==> config.mk <==
export PLATFORM = sky130hd
export DESIGN_NAME = directory_update_writer
export DESIGN_NICKNAME = d
export VERILOG_FILES = /design/src/rtl/directory_update_writer.sv
export SDC_FILE = /design/constraint.sdc
export NUM_CORES = 1
export LEC_CHECK = 0
export ABC_AREA = 0
export CAP_MARGIN = 20
export CORE_MARGIN = 4
export CORE_UTILIZATION = 52
export CTS_BUF_LIST = sky130_fd_sc_hd__clkbuf_16
export CTS_CLUSTER_SIZE = 10
export DETAILED_ROUTE_END_ITERATION = 10
export GPL_ROUTABILITY_DRIVEN = 0
export PLACE_DENSITY = 0.77
export SLEW_MARGIN = 20
export SYNTH_ARGS = -nofsm -noshare
export SYNTH_HDL_FRONTEND = slang
export SYNTH_SLANG_ARGS = --single-unit
==> constraint.sdc <==
create_clock -name clk -period 14.4 [get_ports clk]
set_clock_uncertainty 0.2 [all_clocks]
set_input_delay 1.44 -clock clk [delete_from_list [all_inputs] [get_ports clk]]
set_output_delay 1.44 -clock clk [all_outputs]
set_load 0.02 [all_outputs]
==> src/rtl/directory_update_writer.sv <==
// In-order update queue feeding the directory L2 bank / PLRU write port. One write pulse per entry, one entry per cycle.
// Optional DC_UPDATE_COALESCE_EN: a push hitting the youngest queued {set,way} merges into it instead of allocating.
module directory_update_writer #(
   parameter int FIFO_DEPTH = 4,
   parameter int SET_W      = 8,
   parameter int WAY_W      = 3,
   parameter int SHR_W      = 16,
   parameter int OWN_W      = 4,
   parameter int LINE_W     = 64
) (
   input  logic                          clk,
   input  logic                          reset,
   input  logic                          upd_valid,
   output logic                          upd_ready,
   input  logic                          upd_cache_en,
   input  logic                          upd_plru_en,
   input  logic [SET_W-1:0]              upd_set,
   input  logic [WAY_W-1:0]              upd_way,
   input  logic [SHR_W-1:0]              upd_sharers,
   input  logic [OWN_W-1:0]              upd_owner,
   input  logic [LINE_W-1:0]             upd_data,
   input  logic                          wr_hold,
   input  logic [SET_W-1:0]              lookup_set,
   output logic                          set_conflict,
   output logic                          dc3_update_cache_enable,
   output logic [SET_W-1:0]              dc3_update_cache_set,
   output logic [WAY_W-1:0]              dc3_update_cache_way,
   output logic [SHR_W-1:0]              dc3_update_cache_sharers_list,
   output logic [OWN_W-1:0]              dc3_update_cache_owner,
   output logic [LINE_W-1:0]             dc3_update_cache_data,
   output logic                          dc3_update_plru_en,
   output logic [SET_W-1:0]              dc3_update_plru_set,
   output logic [WAY_W-1:0]              dc3_update_plru_way,
   output logic [$clog2(FIFO_DEPTH):0]   occupancy
);
   localparam int PTR_W = $clog2(FIFO_DEPTH);
   localparam int CNT_W = PTR_W + 1;

   typedef struct packed {
      logic              cache_en;
      logic              plru_en;
      logic [SET_W-1:0]  line_set;
      logic [WAY_W-1:0]  line_way;
      logic [SHR_W-1:0]  sharers;
      logic [OWN_W-1:0]  owner;
      logic [LINE_W-1:0] data;
   } entry_t;

   entry_t           mem_q [FIFO_DEPTH];
   entry_t           mem_d [FIFO_DEPTH];
   logic [PTR_W-1:0] rd_ptr_q, rd_ptr_d, wr_ptr_q, wr_ptr_d;
   logic [CNT_W-1:0] cnt_q, cnt_d;
   entry_t           out_q, out_d;
   entry_t           new_ent, pop_ent;
   logic             empty, full, merge_hit, push, pop, pop_from_q, alloc, hit_q;

   assign new_ent = '{cache_en: upd_cache_en, plru_en: upd_plru_en, line_set: upd_set,
                      line_way: upd_way, sharers: upd_sharers, owner: upd_owner, data: upd_data};

   assign empty = (cnt_q == '0);
   assign full  = (cnt_q == CNT_W'(FIFO_DEPTH));

`ifdef DC_UPDATE_COALESCE_EN
   logic [PTR_W-1:0] young_ptr;
   assign young_ptr = wr_ptr_q - PTR_W'(1);
   // The youngest entry is off limits only when it is also the head being popped now.
   assign merge_hit = !empty && (mem_q[young_ptr].line_set == upd_set) &&
                      (mem_q[young_ptr].line_way == upd_way) &&
                      !(!wr_hold && (cnt_q == CNT_W'(1)));
   assign upd_ready = !full || merge_hit;
`else
   assign merge_hit = 1'b0;
   assign upd_ready = !full;
`endif

   assign push = upd_valid && upd_ready && (upd_cache_en || upd_plru_en);

   always_comb begin
      mem_d          = mem_q;
      rd_ptr_d       = rd_ptr_q;
      wr_ptr_d       = wr_ptr_q;
      out_d          = out_q;
      out_d.cache_en = 1'b0;
      out_d.plru_en  = 1'b0;
      // An empty queue lets the incoming push go straight to the output register.
      pop_ent        = empty ? new_ent : mem_q[rd_ptr_q];
      pop            = !wr_hold && (!empty || push);
      pop_from_q     = pop && !empty;
      alloc          = push && !merge_hit && !(empty && pop);
      if (pop) out_d = pop_ent;
      if (pop_from_q) rd_ptr_d = rd_ptr_q + PTR_W'(1);
      if (alloc) begin
         mem_d[wr_ptr_q] = new_ent;
         wr_ptr_d        = wr_ptr_q + PTR_W'(1);
      end
`ifdef DC_UPDATE_COALESCE_EN
      if (push && merge_hit) begin
         mem_d[young_ptr].cache_en = mem_q[young_ptr].cache_en | upd_cache_en;
         mem_d[young_ptr].plru_en  = mem_q[young_ptr].plru_en | upd_plru_en;
         if (upd_cache_en) begin
            mem_d[young_ptr].sharers = upd_sharers;
            mem_d[young_ptr].owner   = upd_owner;
            mem_d[young_ptr].data    = upd_data;
         end
      end
`endif
      cnt_d = cnt_q + CNT_W'(alloc) - CNT_W'(pop_from_q);
   end

   always_comb begin
      logic [PTR_W-1:0] idx;
      hit_q = 1'b0;
      idx   = '0;
      for (int i = 0; i < FIFO_DEPTH; i++) begin
         idx = rd_ptr_q + PTR_W'(i);
         if ((CNT_W'(i) < cnt_q) && (mem_q[idx].line_set == lookup_set)) hit_q = 1'b1;
      end
   end

   assign set_conflict = hit_q ||
                         ((out_q.cache_en || out_q.plru_en) && (out_q.line_set == lookup_set)) ||
                         (push && (upd_set == lookup_set));

   always_ff @(posedge clk or posedge reset) begin
      if (reset) begin
         for (int i = 0; i < FIFO_DEPTH; i++) mem_q[i] <= '0;
         rd_ptr_q <= '0;
         wr_ptr_q <= '0;
         cnt_q    <= '0;
         out_q    <= '0;
      end else begin
         mem_q    <= mem_d;
         rd_ptr_q <= rd_ptr_d;
         wr_ptr_q <= wr_ptr_d;
         cnt_q    <= cnt_d;
         out_q    <= out_d;
      end
   end

   assign dc3_update_cache_enable       = out_q.cache_en;
   assign dc3_update_cache_set          = out_q.line_set;
   assign dc3_update_cache_way          = out_q.line_way;
   assign dc3_update_cache_sharers_list = out_q.sharers;
   assign dc3_update_cache_owner        = out_q.owner;
   assign dc3_update_cache_data         = out_q.data;
   assign dc3_update_plru_en            = out_q.plru_en;
   assign dc3_update_plru_set           = out_q.line_set;
   assign dc3_update_plru_way           = out_q.line_way;
   assign occupancy                     = cnt_q;

endmodule

Yosys cells after proc, flatten, opt, wreduce, memory -nomap -nowiden
Index checks and enable logic that the tools add are counted.
{"block": "classes", "order_cmp": 10, "muxes": 21, "reduce_logical": 23, "n_eq_ne": 7, "n_bitwise": 5, "n_addsub": 6}
{"operator": "binary-select mux 97 bit (select 2 bit)", "count": 4}
{"operator": "2-to-1 mux 95 bit", "count": 6}
{"operator": "2-to-1 mux 97 bit", "count": 5}
{"operator": "bitwise mux 388 bit", "count": 1}
{"operator": "demux 97 bit (select 2 bit)", "count": 1}
{"operator": "== test 8 bit", "count": 6}
{"operator": ">= comparator 3 bit (second input constant)", "count": 5}
{"operator": "inverter 2 -> 3 bit", "count": 5}
{"operator": "logical AND 1 bit", "count": 13}
{"operator": "less-than comparator 1 x 3 -> 1 bit (first input constant)", "count": 2}
{"operator": "less-than comparator 2 x 3 -> 1 bit (first input constant)", "count": 2}
{"operator": "logical OR 1 bit", "count": 5}
{"operator": "adder 2 x 1 -> 2 bit (second input constant)", "count": 2}
{"operator": "adder 2 bit (second input constant)", "count": 2}
{"operator": "zero test 1 bit", "count": 4}
{"operator": "2-to-1 mux 1 bit", "count": 4}
{"operator": "adder 3 x 1 -> 3 bit", "count": 1}
{"operator": "== test 3 bit (second input constant)", "count": 1}
{"operator": "zero test 3 bit", "count": 1}
{"operator": "less-than comparator 3 x 1 -> 1 bit (second input constant)", "count": 1}
{"operator": "subtractor 3 x 1 -> 3 bit", "count": 1}
{"block": "word_totals", "output_inout_bits": 113, "inputBits": 109, "reg_bits": 492}

Longest topological paths before layout
Gate-level depths: netlist of the first run.
{"block": "depth", "depth_word": 12, "mapped_depth": 11, "mapped_depth_nobuf": 10}

Least setup slack after synthesis of the first run
No wires, ideal clock.
{"block": "synth_timing", "path_kind": "input to output", "startpoint": "input lookup_set[0]", "endpoint": "output set_conflict", "t_arrival_ns": 2.982, "setup_slack_ns": 9.778, "stages": 7, "required_time_ns": 12.760, "cell_sequence": "clkbuf_1 -> xnor2_1 -> nor2_1 -> and4_1 -> a41oi_1 -> a2111oi_0 -> or4_1"}
{"block": "synth_between", "elab_chain_len": 8, "word_cells_on_any_way": 18, "cone_classes": "6 x eq/ne; 4 x mux; 8 x reduce/logical"}
{"element": "from (decl)", "line": "23", "source": "input logic [SET_W-1:0] lookup_set,"}
{"element": "== test 8 bit", "line": "116", "source": "if ((CNT_W'(i) < cnt_q) && (mem_q[idx].line_set == lookup_set)) hit_q = 1'b1;"}
{"element": "logical AND 1 bit", "line": "116"}
{"element": "2-to-1 mux 1 bit (4 in series)", "line": "116"}
{"element": "logical OR 1 bit", "line": "120", "source": "assign set_conflict = hit_q ||"}
{"element": "logical OR 1 bit (*)", "line": "121", "source": "((out_q.cache_en || out_q.plru_en) && (out_q.line_set == lookup_set)) ||"}
{"element": "to (decl)", "line": "24", "source": "output logic set_conflict,"}
Mark *: on every way between the ends. The rest lies on a longest branch, timed or not.

Worst setup path after layout of the first run
{"block": "layout_timing", "startpoint": "register rd_ptr_q[0]", "endpoint": "output set_conflict"}
{"block": "layout_between", "elab_chain_len": 12, "word_cells_on_any_way": 33, "cone_classes": "3 x add/sub; 4 x eq/ne; 16 x mux; 4 x bitwise; 6 x reduce/logical"}
{"element": "from (decl)", "line": "51", "source": "logic [PTR_W-1:0] rd_ptr_q, rd_ptr_d, wr_ptr_q, wr_ptr_d;"}
{"element": "from (signal assigned)", "line": "133", "source": "rd_ptr_q <= rd_ptr_d;"}
{"element": "adder 2 x 1 -> 2 bit / inverter 2 -> 3 bit (equally long branches)", "line": "115, 116"}
{"element": "inverter 2 -> 3 bit (not written as such) / binary-select mux 97 bit (select 2 bit) (equally long branches)", "line": "116"}
{"element": "binary-select mux 97 bit (select 2 bit) / 2-to-1 mux 97 bit (equally long branches)", "line": "116"}
{"element": "2-to-1 mux 95 bit (not written as such) / 2-to-1 mux 97 bit (equally long branches)", "line": "116"}
{"element": "2-to-1 mux 95 bit (not written as such) / == test 8 bit (equally long branches)", "line": "116"}
{"element": "== test 8 bit / logical AND 1 bit (equally long branches)", "line": "116"}
{"element": "logical AND 1 bit / 2-to-1 mux 1 bit (equally long branches)", "line": "116"}
{"element": "2-to-1 mux 1 bit (2 in series)", "line": "116"}
{"element": "2-to-1 mux 1 bit (*)", "line": "116"}
{"element": "logical OR 1 bit (*)", "line": "120"}
{"element": "logical OR 1 bit (*)", "line": "121"}
Mark *: on every way between the ends. The rest lies on a longest branch, timed or not. The select of a mux whose other input is x is not followed.

==> results of run 1 <==
## per-stage QoR
| stage | util | hold WS [ns] | worst slack [ns] | total power [W] | std cells |
|---|---|---|---|---|---|
| finish | 0.625 | 0.274 | 8.34 | 0.00643 | 2336 |
| global route | 0.625 | 0.307 | 8.05 | 0.00683 | 2335 |
| CTS | 0.624 | 0.284 | 8.26 | 0.00648 | 2331 |
| detailed placement | 0.589 | 0.273 | 8.80 | 0.00523 | 2259 |
| global placement | 0.589 | 0.264 | 8.80 | 0.00511 | 2259 |
| floorplan | - | 0.259 | 6.09 | 0.00443 | 1572 |
## cells by family (layout without fill, tap and decap cells)
logic type | after synthesis | after routing | synth area share
adder cells (fa/ha/maj) | 9 | 9 | 0.00535
other | 0 | 4 | 0
AO/OA/AOI/OAI | 214 | 214 | 0.0587
XOR/XNOR | 55 | 55 | 0.0215
flip-flops | 492 | 492 | 0.548
AND/OR/NAND/NOR | 145 | 145 | 0.0272
buffers and inverters | 140 | 323 | 0.0325
multiplexers | 517 | 517 | 0.306
## Yosys cell counts (all sizes together)
library cell  count
dfrtp           492
mux2            395
nand2           113
o21ai           107
mux4             97
a22oi            90
buf              81
clkbuf           48
xor2             34
mux2i            25
xnor2            21
nor2             13
a21oi            11
inv              11
ha                8
nor4              6
nand3             4
nand4             4
a41oi             2
and4              2
nor3              2
a2111oi           1
fa                1
o21a              1
o21bai            1
o31ai             1
or4               1
## flip-flops by register name, indices dropped and copies added, names as in the netlist, 2 cells and up
register,flops
rd_ptr_q,2
wr_ptr_q,2
dc3_update_cache_way,3
dc3_update_cache_set,8
occupancy,3
dc3_update_cache_owner,4
dc3_update_cache_sharers_list,16
mem_q,388
dc3_update_cache_data,64
## cell type report
class                   count  area (um^2)  area share
flip-flops and latches    492        12300       0.465
multi-input cells         940         9460       0.358
repair buffers            240         2390      0.0902
clock buffers              57         1430      0.0539
well taps                 577          722      0.0273
clock inverters            15         93.8     0.00355
inverters                  11         45.0     0.00170
diodes                      4         10.0    0.000378
## worst max-delay path, delay by kind of cell (launching register included)
family                    cells  cell delay (ns)
AOI/OAI and AO/OA             2             0.23
xor gates and xnor gates      1             0.15
buffers and inverters         2             1.44
DFF                           1             0.75
muxes                         1             0.36
and+or+nand+nor               3             0.88
## layer usage
| metal | vias up | global-route usage | part of all wire |
|---|---|---|---|
| met3 | 72 | 0.0388 | 0.047 |
| met1 | 7395 | 0.314 | 0.44 |
| met2 | 325 | 0.378 | 0.49 |
| li1 | 6088 | - | - |
| met5 | - | 0 | 0.00025 |
| met4 | 2 | 0.0642 | 0.020 |
## power groups by stage
stage / Clock [W] / Sequential (W) / Combinational (W)
2_1_floorplan: 0 / 0.00252 / 0.00191
3_3_place_gp: 0 / 0.00249 / 0.00262
3_5_place_dp: 0 / 0.00254 / 0.00269
4_1_cts: 0.00126 / 0.00252 / 0.00270
5_1_grt: 0.00133 / 0.00261 / 0.00289
6_report: 0.00123 / 0.00252 / 0.00267
## worst min path at each step
stage	start	to	slack (ns)	cells after the start
3_3_place_gp	dc3_update_cache_data[52]	dc3_update_cache_data[52]	0.26	2
3_5_place_dp	dc3_update_cache_sharers_list[12]	dc3_update_cache_sharers_list[12]	0.27	2
5_1_grt	dc3_update_cache_sharers_list[12]	dc3_update_cache_sharers_list[12]	0.31	2
4_1_cts	dc3_update_cache_sharers_list[12]	dc3_update_cache_sharers_list[12]	0.28	2
6_report	dc3_update_cache_sharers_list[12]	dc3_update_cache_sharers_list[12]	0.27	2
2_1_floorplan	mem_q[127]	mem_q[127]	0.26	1
==> flow_metrics.py, run 1 <==
metrics = {
    "run_status": {
        "status": "complete, no violations",
    },
    "critical_path": {
        "arrival_ns": 4.42,
        "critPathLaunch": "rd_ptr_q[0]",
        "path_max_fanout": 53,
        "required_ns": 12.76,
        "cp-start-kind": "flop",
        "cpPeakStageDelay_ns": 0.88,
        "critPathCaptureType": "output port",
        "path_cells": "buf_4 -> mux2i_1 -> xnor2_1 -> nor2_1 -> and4_1 -> a41oi_1 -> a2111oi_0 -> or4_1 -> clkdlybuf4s50_1",
        "path_class": "reg2out",
        "endpoint": "set_conflict",
        "crit_path_top_delay_cell": "buf_4",
        "r2r_end": "mem_q[337]",
        "r2r_start": "occupancy[1]",
        "rrSetupSlack_ns": 10.09,
        "reg2regPathDepth": 6,
    },
    "sta": {
        "setup_violations": 0,
        "timing.setup.tns_ns": 0,
        "hold_viol_final": 0,
        "clock.fmax_mhz": 165,
        "rsz0062_at_grt": "no",
        "tightest_slew_ns": 1.03,
        "fin_crit_sh": 0.421,
        "slew_viol_final": 0,
        "max_slew_margin": 0.311,
        "period_needed_ns": 6.06,
    },
    "floorplan": {
        "dieArea_mm2": 0.0466,
        "num_rows": 75,
        "initial_core_util": 0.531,
        "pin_count": 222,
        "die_height_um": 216,
        "coreArea_mm2": 0.0423,
        "die_w_um": 216,
    },
    "logic_synthesis": {
        "synth_largest_area_cell": "dfrtp_1",
        "ys_top_cells_by_area": "dfrtp_1, mux2_2, mux4_2",
        "ys_types": 38,
        "synth_nets": 1690,
        "synthDominantCellAreaShare": 0.548,
        "avgSynthCellArea_um2": 14.3,
        "synth-seq-cells": 492,
        "syn_area_mm2": 0.0225,
        "synthCells": 1572,
        "synth_warnings": 0,
        "yosysSeqAreaShare": 0.548,
    },
    "clocking": {
        "tritoncts": "yes",
        "cts_root_buf": "clkbuf_16",
        "clock_path_buffers": 3,
        "path_clk_slew_ns": 0.05,
        "clkSinkCount": 492,
        "numCtsBuffers": 56,
        "cts_htree_levels": 2,
        "cts_setup_buffers": 0,
        "cts_resized": 0,
        "clk_latency_ns": 0.59,
        "cts_hold_buf": 0,
    },
    "power": {
        "sw_frac_of_total": 0.331,
        "leakage_nw": 11.3,
        "power_density_mw_per_mm2": 243,
        "pwr-share-comb": 0.416,
        "clkPwrFrac": 0.192,
        "irDropWorstVdd_v": 0.000134,
        "p_sw_w": 0.00213,
        "seq_power_share": 0.392,
        "intPower_w": 0.00430,
    },
    "finish": {
        "mostFrequentLayoutCells": "dfrtp_1, mux2_2, clkdlybuf4s50_1",
        "syn_to_final_growth_pct": 17.9,
        "final_common_cell": "dfrtp_1",
        "fin_nets": 1859,
        "final_area_mm2": 0.0265,
        "nFillCells": 3187,
        "drive_gt1_frac": 0.329,
    },
    "run": {
        "maxCapViolations": 0,
    },
    "placed_design": {
        "dpl_cell_area_mm2": 0.0249,
        "hpwlAfterDp_um": 30800,
        "port_buffers": 221,
    },
    "global_route": {
        "grt_pass1_vias": 15232,
        "grt-ovfl-total": 0,
        "grt_first_pass_wirelength_um": 85000,
        "grt_max_degree": 194,
        "grt_antenna_before_repair": 4,
        "grt_util_all_layers": 0.228,
    },
    "routing": {
        "wl_per_cell_um": 22.3,
        "totalWireLength_um": 52100,
        "num_vias": 13882,
        "drc_errors": 0,
        "dr.pass1.iters": 4,
        "drtIter0Drc": 851,
        "ant_nets": 0,
        "avgViaCountPerCell": 5.94,
    },
    "min_path": {
        "hold_path_class": "reg2reg",
    },
}
Power figures use the tool's default switching activity.
==> run 2: changes to the inputs <==
- CORE_UTILIZATION: 52 -> 55
- clock period: 14.4 -> 5.8 ns (I/O delays scaled with it)
==> run 2 against run 1 <==
  * Combinational power grew to 2.5 times the previous value
  * Global-route usage is 1.2 points higher
  * Critical path type unchanged
  * Final area is 0.25% lower
  * Non-clock buffer count is 3 higher
  * Final cell count is 2.4% lower
  * Via count is 0.90% lower
  * Largest cell class unchanged
  * Highest routed layer unchanged
==> flow_metrics.py, run 2 (same netlist as run 1, synthesis figures left out) <==
metrics = {
    "clocking": {
        "path_clk_slew_ns": 0.06,
        "cts_hold_buf": 0,
        "clkSinkCount": 492,
        "clk_latency_ns": 0.58,
        "cts_setup_buffers": 0,
        "cts_root_buf": "clkbuf_16",
        "cts_htree_levels": 2,
        "clock_path_buffers": 3,
        "numCtsBuffers": 55,
        "cts_resized": 0,
        "tritoncts": "yes",
    },
    "global_route": {
        "grt_first_pass_wirelength_um": 84700,
        "grt_pass1_vias": 15136,
        "grt_antenna_before_repair": 7,
        "grt_util_all_layers": 0.240,
        "grt-ovfl-total": 0,
        "grt_max_degree": 160,
    },
    "critical_path": {
        "critPathCaptureType": "output port",
        "arrival_ns": 3.87,
        "required_ns": 5.02,
        "path_class": "reg2out",
        "path_max_fanout": 50,
        "cp-start-kind": "flop",
    },
    "placed_design": {
        "hpwlAfterDp_um": 31800,
        "dpl_cell_area_mm2": 0.0249,
        "dp_cells": 2211,
        "port_buffers": 221,
    },
    "sta": {
        "hold_viol_final": 0,
        "setup_violations": 0,
        "max_slew_margin": 0.290,
        "rsz0062_at_grt": "no",
        "timing.setup.tns_ns": 0,
        "clock.fmax_mhz": 215,
        "slew_viol_final": 0,
        "period_needed_ns": 4.65,
        "tightest_slew_ns": 1.06,
        "fin_crit_sh": 0.803,
    },
    "power": {
        "leakage_nw": 11.2,
        "power_density_mw_per_mm2": 604,
        "irDropWorstVdd_v": 0.000359,
    },
    "finish": {
        "syn_to_final_growth_pct": 17.6,
        "fin_cells": 2281,
        "drive_gt1_frac": 0.329,
        "final_area_mm2": 0.0264,
        "mostFrequentLayoutCells": "dfrtp_1, mux2_2, clkdlybuf4s50_1",
        "multi_input_area_mm2": 0.00946,
        "regMostFlops": "mem_q",
        "fin_nets": 1861,
        "largest_reg_flops": 388,
        "nFillCells": 2924,
        "regArea_mm2": 0.0123,
        "final_common_cell": "dfrtp_1",
    },
    "routing": {
        "num_vias": 13757,
        "avgViaCountPerCell": 6.03,
        "ant_nets": 0,
        "drc_errors": 0,
        "wl_per_cell_um": 23.0,
        "dr.pass1.iters": 4,
        "drtIter0Drc": 795,
        "totalWireLength_um": 52400,
    },
    "run": {
        "maxCapViolations": 0,
    },
    "floorplan": {
        "initial_core_util": 0.561,
        "die_height_um": 210,
        "dieArea_mm2": 0.0441,
        "die_w_um": 210,
        "pin_count": 222,
        "coreArea_mm2": 0.0400,
        "num_rows": 73,
    },
    "min_path": {
        "hold_path_class": "in2async",
    },
    "run_status": {
        "status": "complete, no violations",
    },
}
==> run 2: through the flow <==
step,hold slack [ns],util,setup WS (ns),total power (W)
6_report,0.153,0.660,1.15,0.0159
5_1_grt,0.167,0.660,0.910,0.0169
4_1_cts,0.130,0.660,1.14,0.0161
3_5_place_dp,0.270,0.623,1.77,0.0130
3_3_place_gp,0.265,0.623,1.81,0.0127
2_1_floorplan,0.259,-,-1.65,0.0110
==> run 2: critical path: stages (launching register included) <==
cell	delay (ns)
dfrtp_4	1.00
mux2i_1	0.37
xnor2_1	0.16
nor2_1	0.09
and4_1	0.17
a41oi_1	0.20
a2111oi_0	0.11
or4_1	0.59
clkdlybuf4s50_1	0.56
==> run 2: cell type report <==
| cell class | count | share of cell area |
|---|---|---|
| multi-input combinational | 940 | 0.358 |
| tap | 525 | 0.0249 |
| timing repair buffer | 243 | 0.0928 |
| sequential | 492 | 0.467 |
| inverter | 11 | 0.00171 |
| clock inverter | 8 | 0.00114 |
| antenna | 5 | 0.000474 |
| clock buffer | 57 | 0.0540 |
==> run 2: final timing paths <==
path / start / endpoint / slack, ns / cells after the start
min in group clk: dc3_update_cache_data[5] / dc3_update_cache_data[5] / 0.27 / 2
max: rd_ptr_q[0] / set_conflict / 1.15 / 8
max in group asynchronous: reset / mem_q[300] / 3.71 / 4
max reg2reg: occupancy[1] / mem_q[139] / 2.13 / 6
min reg2reg: dc3_update_cache_data[5] / dc3_update_cache_data[5] / 0.27 / 2
min: reset / mem_q[343] / 0.15 / 2
==> run 2: routing by layer <==
metal | GRT usage | vias to the layer above | wire length (um)
met3 | 0.0429 | 75 | 2810
li1 | - | 6090 | -
met4 | 0.0718 | 4 | 1080
met5 | 0 | - | 40
met1 | 0.329 | 7251 | 22500
met2 | 0.399 | 337 | 26000
==> run 2: power breakdown <==
part	leakage [nW]	total, W	switching (W)	internal [W]
Clock	0.741	0.00298	0.00126	0.00171
Combinational	4.57	0.00670	0.00296	0.00374
Sequential	5.93	0.00626	0.00109	0.00518
==> run 3: changes to the inputs <==
- CORE_UTILIZATION: 55 -> 52
- clock period: 5.8 -> 3.9 ns (I/O delays scaled with it)
==> run 3 against run 2 <==
  * Wire length up 1.5%
  * Power up 49%
  * Setup slack worse by 0.97 ns
  * Combinational power up 52%
  * Count of clock-buffer cells in the layout unchanged
  * Flip-flop and latch count unchanged
  * Sequential share of layout area down 0.47 points
  * Global-route usage down 0.96 points
  * Utilization down 3.0 points
  * Final cell count up 3.1%
  * Critical path depth unchanged
  * Die area up 5.5%
==> flow_metrics.py, run 3 (same netlist as run 1, synthesis figures left out) <==
metrics = {
    "run_status": {
        "status": "complete, no violations",
    },
    "sta": {
        "timing.setup.tns_ns": 0,
        "setup_violations": 0,
        "slew_viol_final": 0,
        "period_needed_ns": 3.73,
        "clock.fmax_mhz": 268,
        "fin_crit_sh": 0.956,
        "rsz0062_at_grt": "no",
        "hold_viol_final": 0,
        "max_slew_margin": 0.357,
        "tightest_slew_ns": 0.965,
    },
    "floorplan": {
        "num_rows": 75,
        "initial_core_util": 0.531,
        "die_w_um": 216,
        "coreArea_mm2": 0.0423,
        "pin_count": 222,
        "dieArea_mm2": 0.0466,
        "die_height_um": 216,
    },
    "global_route": {
        "grt-ovfl-total": 0,
        "grt_first_pass_wirelength_um": 86000,
        "grt_antenna_before_repair": 6,
        "grt_max_degree": 99,
        "grt_util_all_layers": 0.230,
        "grt_pass1_vias": 15374,
    },
    "critical_path": {
        "required_ns": 3.31,
        "crit_path_top_delay_cell": "or4_1",
        "path_cells": "buf_4 -> mux2i_1 -> nand2_1 -> and4_1 -> a41oi_1 -> a2111oi_0 -> or4_1 -> dlygate4sd2_1",
        "crit_family": "simple AND/OR/NAND/NOR gates",
        "cpPeakStageDelay_ns": 0.55,
        "critPathCaptureType": "output port",
        "arrival_ns": 3.14,
        "path_max_fanout": 9,
        "path_class": "reg2out",
        "cp-start-kind": "flop",
        "cp_num_buf_inv": 2,
    },
    "routing": {
        "dr.pass1.iters": 4,
        "num_vias": 13882,
        "totalWireLength_um": 53200,
        "drtIter0Drc": 790,
        "avgViaCountPerCell": 5.90,
        "ant_nets": 0,
        "wl_per_cell_um": 22.6,
        "drc_errors": 0,
    },
    "power": {
        "power_density_mw_per_mm2": 892,
        "leakage_nw": 11.4,
        "irDropWorstVdd_v": 0.000477,
        "clkPwrFrac": 0.185,
        "pwr-share-comb": 0.429,
        "sw_frac_of_total": 0.332,
        "seq_power_share": 0.385,
        "power_w": 0.0238,
        "intPower_w": 0.0159,
        "p_sw_w": 0.00790,
    },
    "placed_design": {
        "dp_cells": 2280,
        "hpwlAfterDp_um": 32100,
        "port_buffers": 221,
    },
    "clocking": {
        "clkSinkCount": 492,
        "cts_htree_levels": 2,
        "path_clk_slew_ns": 0.06,
        "numCtsBuffers": 55,
        "clock_path_buffers": 3,
        "cts_root_buf": "clkbuf_16",
        "clk_latency_ns": 0.59,
        "tritoncts": "yes",
        "cts_hold_buf": 0,
    },
    "finish": {
        "final_common_cell": "dfrtp_1",
        "regArea_mm2": 0.0123,
        "drive_gt1_frac": 0.338,
        "multi_input_area_mm2": 0.00946,
        "syn_to_final_growth_pct": 18.8,
        "mostFrequentLayoutCells": "dfrtp_1, mux2_2, clkdlybuf4s50_1",
        "largest_reg_flops": 388,
        "fin_cells": 2352,
        "nFillCells": 3122,
        "regMostFlops": "mem_q",
        "fin_nets": 1884,
    },
    "run": {
        "maxCapViolations": 0,
    },
    "min_path": {
        "hold_path_class": "in2async",
    },
}
-- run 3: cell count changes in the layout (fill, tap and decap cells not counted), sizes merged --
cell / before / now
buf: 23 / 46
clkdlybuf4s50: 220 / 219
diode: 5 / 2
dlygate4sd2: 0 / 1
inv: 17 / 16
-- run 3: per-stage QoR --
stage | area (um^2) | hold slack, ns | setup slack (ns) | utilization
CTS | 26700 | 0.0886 | 0.166 | 0.630
global placement | 25200 | 0.262 | 0.408 | 0.594
detailed placement | 25200 | 0.271 | 0.385 | 0.594
floorplan | 22500 | 0.259 | -3.36 | -
finish | 26700 | 0.0986 | 0.172 | 0.630
global route | 26700 | 0.120 | 0.00787 | 0.630
-- run 3: path summary, 6_finish.rpt --
path                                                   from                               end  slack, ns  cells after the start
hold reg to reg            dc3_update_cache_sharers_list[2]  dc3_update_cache_sharers_list[2]       0.28                      2
setup / recovery                                rd_ptr_q[0]                      set_conflict       0.17                      8
max in group asynchronous                             reset                        mem_q[172]       2.44                      3
min in group clk                                    wr_hold  dc3_update_cache_sharers_list[0]       0.19                      2
setup reg to reg                                rd_ptr_q[0]         dc3_update_cache_data[35]       0.94                      5
hold / removal                                        reset         dc3_update_cache_data[47]        0.1                      2
-- run 3: cell type report --
type | instances | share of cell area
Antenna cell | 2 | 0.000188
Clock buffer | 57 | 0.0535
Clock inverter | 7 | 0.00103
Inverter | 11 | 0.00169
Multi-Input combinational cell | 940 | 0.355
Sequential cell | 492 | 0.462
Tap cell | 577 | 0.0271
Timing Repair Buffer | 266 | 0.0998
-- run 3: layer usage --
| metal | up-vias | routed length, um | global-route usage |
|---|---|---|---|
| li1 | 6117 | - | - |
| met1 | 7320 | 22700 | 0.313 |
| met2 | 339 | 26600 | 0.384 |
| met3 | 98 | 2570 | 0.0416 |
| met4 | 8 | 1290 | 0.0681 |
| met5 | - | 54 | 0 |
-- run 3: timing repair --
| action | CTS | global route |
|---|---|---|
| gates resized for setup | 1 | 0 |
| endpoints found under the setup margin | 1 | 0 |
| buffers inserted | 6 | 0 |
-- run 3: power by group through the flow --
stage	sequential (W)	clock (W)	combinational [W]
2_1_floorplan	0.00930	0	0.00706
4_1_cts	0.00917	0.00453	0.0103
6_report	0.00917	0.00441	0.0102
3_3_place_gp	0.00909	0	0.00984
3_5_place_dp	0.00929	0	0.0101
5_1_grt	0.00947	0.00473	0.0110
